`src/rtl/dds_pkg.sv`:
```
// Shared constants and types for the DDS waveform generator.
// Wave select codes, pipeline depth and per-sample mode fields.
package dds_pkg;

  localparam int SEL_W   = 2;
  localparam int ATTEN_W = 3;

  localparam logic [SEL_W-1:0] SEL_OFF    = 2'd0;
  localparam logic [SEL_W-1:0] SEL_SQUARE = 2'd1;
  localparam logic [SEL_W-1:0] SEL_TRI    = 2'd2;
  localparam logic [SEL_W-1:0] SEL_SAW    = 2'd3;

  localparam int DDS_LATENCY = 3;

  // Width-independent part of the configuration; freq and duty depend on module parameters.
  typedef struct packed {
    logic [SEL_W-1:0]   sel;
    logic [ATTEN_W-1:0] atten;
  } mode_t;

endpackage

```
`src/rtl/dds_wave_shaper.sv`:
```
// Combinational wave shaper: maps a phase address to an unsigned sample
// according to the selected waveform (off, square, triangle, sawtooth).
module dds_wave_shaper
  import dds_pkg::*;
#(
  parameter int AW = 8,
  parameter int DW = 10
) (
  input  logic [SEL_W-1:0] i_sel,
  input  logic [AW-1:0]    i_duty,
  input  logic [AW-1:0]    i_addr,
  output logic [DW-1:0]    o_sample
);

  logic [DW-1:0] w_saw;
  logic [DW-1:0] w_ramp;
  logic [DW-1:0] w_tri;

  assign w_saw  = DW'(i_addr) << (DW - AW);
  assign w_ramp = DW'(i_addr[AW-2:0]) << (DW - AW + 1);
  // Falling half mirrors the rising ramp: all-ones minus x is simply ~x.
  assign w_tri  = i_addr[AW-1] ? ~w_ramp : w_ramp;

  always_comb begin
    o_sample = '0;
    case (i_sel)
      SEL_SQUARE: o_sample = (i_addr < i_duty) ? {DW{1'b1}} : {DW{1'b0}};
      SEL_TRI:    o_sample = w_tri;
      SEL_SAW:    o_sample = w_saw;
      default:    o_sample = '0;
    endcase
  end

endmodule

```
`src/rtl/dds_wave_gen.sv`:
```
// DDS waveform generator: phase accumulator with shadowed configuration and a
// three-stage pipeline in which each sample carries its own mode along.
module dds_wave_gen
  import dds_pkg::*;
#(
  parameter int PW = 24,
  parameter int AW = 8,
  parameter int DW = 10
) (
  input  logic               i_clk,
  input  logic               i_rst,
  input  logic               i_en,
  input  logic [SEL_W-1:0]   i_sel,
  input  logic [PW-1:0]      i_freq,
  input  logic [AW-1:0]      i_phase_ofs,
  input  logic [AW-1:0]      i_duty,
  input  logic [ATTEN_W-1:0] i_atten,
  output logic               o_dout_en,
  output logic [DW-1:0]      o_dout,
  output logic               o_wrap
);

  if (DW < AW) begin : g_bad_dw
    $error("dds_wave_gen: DW must be >= AW");
  end
  if (AW > PW) begin : g_bad_aw
    $error("dds_wave_gen: AW must be <= PW");
  end
  if (AW < 2) begin : g_small_aw
    $error("dds_wave_gen: AW must be >= 2");
  end

  mode_t         r_mode_s;
  logic [PW-1:0] r_freq_s;
  logic [AW-1:0] r_duty_s;

  logic [PW-1:0] r_acc;
  logic          r_cy;
  logic [PW:0]   w_sum;
  logic          w_carry;

  logic          r_v1;
  logic          r_w1;
  logic [AW-1:0] r_a1;
  mode_t         r_mode1;
  logic [AW-1:0] r_duty1;

  logic          r_v2;
  logic          r_w2;
  logic [DW-1:0] r_s2;
  logic [ATTEN_W-1:0] r_atten2;

  logic          r_dout_en;
  logic [DW-1:0] r_dout;
  logic          r_wrap;

  logic [DW-1:0] w_shape;

  assign w_sum   = {1'b0, r_acc} + {1'b0, r_freq_s};
  assign w_carry = w_sum[PW];

  dds_wave_shaper #(
    .AW(AW),
    .DW(DW)
  ) u_shaper (
    .i_sel    (r_mode1.sel),
    .i_duty   (r_duty1),
    .i_addr   (r_a1),
    .o_sample (w_shape)
  );

  // Config only moves at a period boundary or while idle, so a period never mixes settings.
  always_ff @(posedge i_clk) begin
    if (i_rst) begin
      r_mode_s <= '0;
      r_freq_s <= '0;
      r_duty_s <= '0;
    end else if (!i_en || w_carry) begin
      r_mode_s <= '{sel: i_sel, atten: i_atten};
      r_freq_s <= i_freq;
      r_duty_s <= i_duty;
    end
  end

  always_ff @(posedge i_clk) begin
    if (i_rst) begin
      r_acc <= '0;
      r_cy  <= 1'b0;
    end else begin
      r_acc <= i_en ? w_sum[PW-1:0] : '0;
      r_cy  <= i_en & w_carry;
    end
  end

  // The wrap flag rides beside the first sample taken after a rollover.
  always_ff @(posedge i_clk) begin
    if (i_rst) begin
      r_v1      <= 1'b0;
      r_w1      <= 1'b0;
      r_a1      <= '0;
      r_mode1   <= '0;
      r_duty1   <= '0;
      r_v2      <= 1'b0;
      r_w2      <= 1'b0;
      r_s2      <= '0;
      r_atten2  <= '0;
      r_dout_en <= 1'b0;
      r_dout    <= '0;
      r_wrap    <= 1'b0;
    end else begin
      r_v1      <= i_en;
      r_w1      <= i_en & r_cy;
      r_a1      <= r_acc[PW-1 -: AW] + i_phase_ofs;
      r_mode1   <= r_mode_s;
      r_duty1   <= r_duty_s;
      r_v2      <= r_v1;
      r_w2      <= r_w1;
      r_s2      <= w_shape;
      r_atten2  <= r_mode1.atten;
      r_dout_en <= r_v2;
      r_dout    <= r_v2 ? (r_s2 >> r_atten2) : '0;
      r_wrap    <= r_v2 & r_w2;
    end
  end

  assign o_dout_en = r_dout_en;
  assign o_dout    = r_dout;
  assign o_wrap    = r_wrap;

endmodule

```
`config.mk`:
```
export PLATFORM = sky130hd
export DESIGN_NAME = dds_wave_gen
export DESIGN_NICKNAME = d
export VERILOG_FILES = /design/src/rtl/dds_pkg.sv /design/src/rtl/dds_wave_shaper.sv /design/src/rtl/dds_wave_gen.sv
export SDC_FILE = /design/constraint.sdc
export NUM_CORES = 1
export LEC_CHECK = 0
export CORE_AREA = 2 2 125 127
export CTS_BUF_LIST = sky130_fd_sc_hd__clkbuf_4 sky130_fd_sc_hd__clkbuf_8
export DETAILED_ROUTE_END_ITERATION = 6
export DIE_AREA = 0 0 127 129
export PLACE_DENSITY = 0.7
export SLEW_MARGIN = 40
export SYNTH_ARGS = -nofsm -noshare
export SYNTH_HDL_FRONTEND = slang
export SYNTH_SLANG_ARGS = --single-unit
```
`constraint.sdc`:
```
create_clock -name i_clk -period 3.3 [get_ports i_clk]
set_clock_uncertainty 0.1 [all_clocks]
set_input_delay 0.66 -clock i_clk [delete_from_list [all_inputs] [get_ports i_clk]]
set_output_delay 0.66 -clock i_clk [all_outputs]
set_load 0.05 [all_outputs]
```
# ---- Word-level counts from Yosys, hierarchy flattened
# Index checks and enable logic that the tools add are counted.
dict set report word_totals {
  out_inout_bits 12
  reg_bits 112
  word_cells 39
}
dict set report op_classes {
  n_eq_ne 3
  add_sub_neg 2
  bitwise_logic 6
  shifts 1
  reduce_logical 4
  n_mux 3
  n_lt_le_gt_ge 1
}
# cell count
set op_table {}
lappend op_table {{$pmux W10 S3} 1}
lappend op_table {{$add A24 B24 Y25} 1}
lappend op_table {{$mux W10} 2}
lappend op_table {{$not A10 Y10} 1}
lappend op_table {{$shr A10 B3 Y10} 1}
lappend op_table {{$add A8 B8 Y8} 1}
lappend op_table {{$lt A8 B8 Y1} 1}
lappend op_table {{$eq A2 B2 Y1 const B} 2}
lappend op_table {{$reduce_or A2 Y1} 2}
lappend op_table {{$and A1 B1 Y1} 3}
lappend op_table {{$eq A2 B1 Y1 const B} 1}
lappend op_table {{$not A1 Y1} 2}
lappend op_table {{$logic_not A1 Y1} 1}
lappend op_table {{$logic_or A1 B1 Y1} 1}

# ---- Logic depth before layout (Yosys ltp)
dict set report depth {
  depth_word 3
  mapped_depth 9
  ltp_nobuf 9
}

# ---- Cells and area by module
# Synthesis repeated with hierarchy kept, for this count alone.
dict set report hier_totals {
  cells_unflattened 689
  area_unflattened_um2 6283.5
}
# module instances area_per_inst_um2 seq_area_each_um2 cells_per_inst
set by_module_without_submodules {}
lappend by_module_without_submodules {dds_wave_gen 1 5829.3 2242.2 622}
lappend by_module_without_submodules {dds_wave_shaper 1 454.2 0.0 67}

# ---- Worst setup path before layout
# Ideal clock, no wire load.
dict set report synth_timing {
  path_type {flip-flop to flip-flop}
  start {register r_freq_s[0]}
  end {register r_duty_s[0]}
  path_slack_ns 0.745
  required_time_ns 3.079
  n_path_buf 1
  stages_incl_launch_ff 10
  arrival_ns 2.334
  setup_ns 0.121
  path_cell_list {dfxtp_1 -> ha_1 -> fa_1 -> a211oi_1 -> nor3_2 -> o21ai_1 -> a21oi_2 -> o22a_2 -> buf_6 -> mux2_4}
}
dict set report synth_between {
  elab_chain_len 2
}
# item line_no
set synth_rtl {}
lappend synth_rtl {{from (decl)} dds_wave_gen.sv:34} ;# logic [PW-1:0] r_freq_s;
lappend synth_rtl {{from (signal assigned)} dds_wave_gen.sv:80} ;# r_freq_s <= i_freq;
lappend synth_rtl {{$add A24 B24 Y25} dds_wave_gen.sv:59} ;# assign w_sum = {1'b0, r_acc} + {1'b0, r_freq_s};
lappend synth_rtl {{$logic_or A1 B1 Y1} dds_wave_gen.sv:78} ;# end else if (!i_en || w_carry) begin
lappend synth_rtl {{to (signal assigned)} dds_wave_gen.sv:81} ;# r_duty_s <= i_duty;
lappend synth_rtl {{to (decl)} dds_wave_gen.sv:35} ;# logic [AW-1:0] r_duty_s;
# Every way passes these cells.
# A chain may end at the register's enable or synchronous reset.

# ---- Final worst setup path
dict set report layout_timing {
  start {register r_freq_s[0]}
  end {register r_freq_s[8]}
}
dict set report layout_between {
  elab_chain_len 2
}
# item line_no
set layout_rtl {}
lappend layout_rtl {{$add A24 B24 Y25} dds_wave_gen.sv:59}
lappend layout_rtl {{$logic_or A1 B1 Y1} dds_wave_gen.sv:78}
# Every way passes these cells.

==> out/metrics.cfg <==
[critical_path]
worstPathRequired_ps = 3510
reg2reg_to = r_freq_s[8]
timing.rr.start = r_freq_s[0]
crit_path_end_kind = flop
crit_type = reg -> reg
crit_arrival_ps = 3100
critPathMaxFanout = 11
setup.worst_path.start_class = flop
r2r_slack_ps = 410
rr_worst_depth = 9

[route]
via_count = 4612
drtAntennaViolNets = 0
first_pass_iters = 5
drt_iter0_markers = 200
drcViolationCount = 0
drt_wl_total_mm = 12.9
vias_per_cell = 5.28
wl_per_cell_um = 14.8

[clocking]
cts_resized = 0
tritoncts = built
cts_setup_buffers = 0
clk_pin_slew_ps = 100
cts_hold_buf = 0
worst_skew_pair.late_latency_ps = 400
clockBufferDepth = 2
clock-sinks = 111
cts_buffers = 9
ctsHtreeMaxLevel = 3
cts_root_buffer = clkbuf_8

[power_and_ir_drop]
ir_worst_vdd_mv = 0.196
p_per_area_nw_per_um2 = 383
power.total_w = 0.00259
p_leak_nw = 2.76

[final_layout]
nNetsFinal = 769
area_growth_pct = 15.0
final_area_um2 = 6770
nFillCells = 1439
layout-drive-gt1-share_pct = 7.58
diodes = 0

[worst_hold_path]
hold_depth = 1
hp-start = r_w2
hold_class = reg -> reg
hold_path_end = o_wrap

[floorplanning]
num_io_pins = 60
die_w_um = 127
start_util_pct = 39.3
core_um2 = 15000
rows = 45
die_h_um = 129
dieArea_um2 = 16400

[synthesis]
synth-main-ff-cell = dfxtp_1
syn-num-nets = 730
yosysWarnings = 0
synth-seq-cells = 111
avgSynthCellArea_um2 = 9.17
synth_area_um2 = 5880
synthArstFlopShare_pct = 0
synth_edf_count = 0
syn_inst = 642
synth_cell_types = 62
yosysSeqAreaShare_pct = 37.8

[job]
maxCapViolCount = 0

[grt]
overflow = 0
antenna_found_initial = 0
grt_use_total_pct = 16.3
grt_pass1_wl_mm = 21.4
grt_max_degree = 42
grt_pass1_vias = 4468

[sta]
fin_crit_sh_pct = 87.5
final_hold_viol_count = 0
relSlewSlack_pct = 48.9
post-route-min-period_ps = 2890
max_freq_mhz = 346
fin_setup_tns_ps = 0
setup_viol = 0
tightest_slew_ps = 766
maxSlewViolCount = 0
rsz0062_at_grt = false

[place]
dpl_cell_area_um2 = 6580
io_buffers = 59
hpwl_mm = 9.66
globalplace.congestion = 0.901

[outcome]
status = completed

area by class of cell:
cell class / instances / area (um^2) / share of cell area (%)
clock inverters: 6 / 45.0 / 0.666
multi-input cells: 471 / 3410 / 50.4
inverters: 24 / 90.1 / 1.33
clock buffers: 10 / 138 / 2.03
flip-flops and latches: 111 / 2220 / 32.8
repair buffers: 64 / 623 / 9.21
well taps: 188 / 235 / 3.48
worst max-delay path by stage:
stage	startpoint	endpoint	slack, ps	cells after the start
floorplan	r_freq_s[0]	r_duty_s[0]	740	9
global placement	i_phase_ofs[1]	r_a1[7]	460	8
CTS	r_freq_s[0]	r_freq_s[8]	380	9
finish	r_freq_s[0]	r_freq_s[8]	410	9
detailed placement	i_phase_ofs[1]	r_a1[7]	380	8
global route	r_freq_s[0]	r_freq_s[8]	200	9
kinds of logic (layout without fill, tap and decap cells):
| logic type | after synthesis | after routing | synth area share (%) |
|---|---|---|---|
| fa+ha+maj | 40 | 40 | 8.76 |
| mux | 50 | 50 | 9.70 |
| xor+xnor | 20 | 20 | 2.98 |
| buf+inv | 60 | 104 | 4.25 |
| flops | 111 | 111 | 37.8 |
| compound gates | 141 | 141 | 16.7 |
| simple gates | 220 | 220 | 19.8 |
sequential cells by signal, summed over array words and instances (netlist names), 3 cells and up:
name and flops:
r_acc 24, r_freq_s 24, o_dout 10, r_s2 9
r_a1 8, r_duty1 8, r_duty_s 8, r_mode1 5
r_mode_s 5, r_atten2 3
routing by layer:
layer	up-vias	track usage [%]	routed length, um
met1	2152	21.9	6400
met5	-	0	0
li1	2327	-	-
met2	118	26.0	5770
met4	0	5.17	164
met3	15	3.83	586
layout by cell type (no fill, tap or decap), types with 3 or more instances in the layout:
cell type,count
xnor2_1,9
a211o_1,3
and2_1,6
nand2_1,38
o31ai_1,4
dfxtp_1,111
ha_1,38
nand2b_1,54
mux2i_1,33
nor3_1,19
nor2_1,39
xor2_1,11
nor4_1,3
and3_1,3
a311o_1,7
clkinvlp_4,3
clkdlybuf4s50_1,58
or4_1,3
a211oi_1,10
clkbuf_8,10
buf_4,5
mux2_4,10
nand4_1,6
a21oi_1,38
o21ai_0,21
inv_1,24
nor2b_1,35
a31oi_1,3
nand3_1,4
a21o_1,15
o21a_1,6
o21bai_1,4
a41oi_1,8
mux2_2,6
or2_2,3
cells in the mapped netlist (11+ instances only):
cell	count	area share, %
xor2_1	11	1.6
mux2i_1	33	5.6
nor2_1	39	2.5
ha_1	38	8.1
nand2b_1	54	5.7
a21o_1	15	1.9
nand2_1	38	2.4
nor2b_1	35	3.7
dfxtp_1	111	38
clkbuf_1	28	1.8
inv_1	24	1.5
o21ai_0	21	1.8
nor3_1	19	1.6
a21oi_1	38	3.2
worst max-delay path, stage by stage (launching register included):
cell      delay [ps]
dfxtp_1          330
ha_1             230
fa_1             430
a211oi_1         330
nor3_2           130
o21ai_1          230
a21oi_2          120
o22ai_2          350
buf_4            320
mux2i_1          230
metrics by stage:
stage	util (%)	cells	hold WS [ps]	setup slack, ps
2_1_floorplan	-	642	306	745
3_3_place_gp	44.0	858	313	458
3_5_place_dp	44.0	858	314	375
4_1_cts	45.2	874	338	378
5_1_grt	45.2	874	351	205
6_report	45.2	874	335	412
power breakdown:
part,switching [W],internal (W),total [W]
combinational,0.000191,0.000186,0.000378
clock,0.000478,0.000298,0.000776
sequential,0.0000452,0.00139,0.00144
total,0.000714,0.00188,0.00259
(Power assumes the default switching activity.)
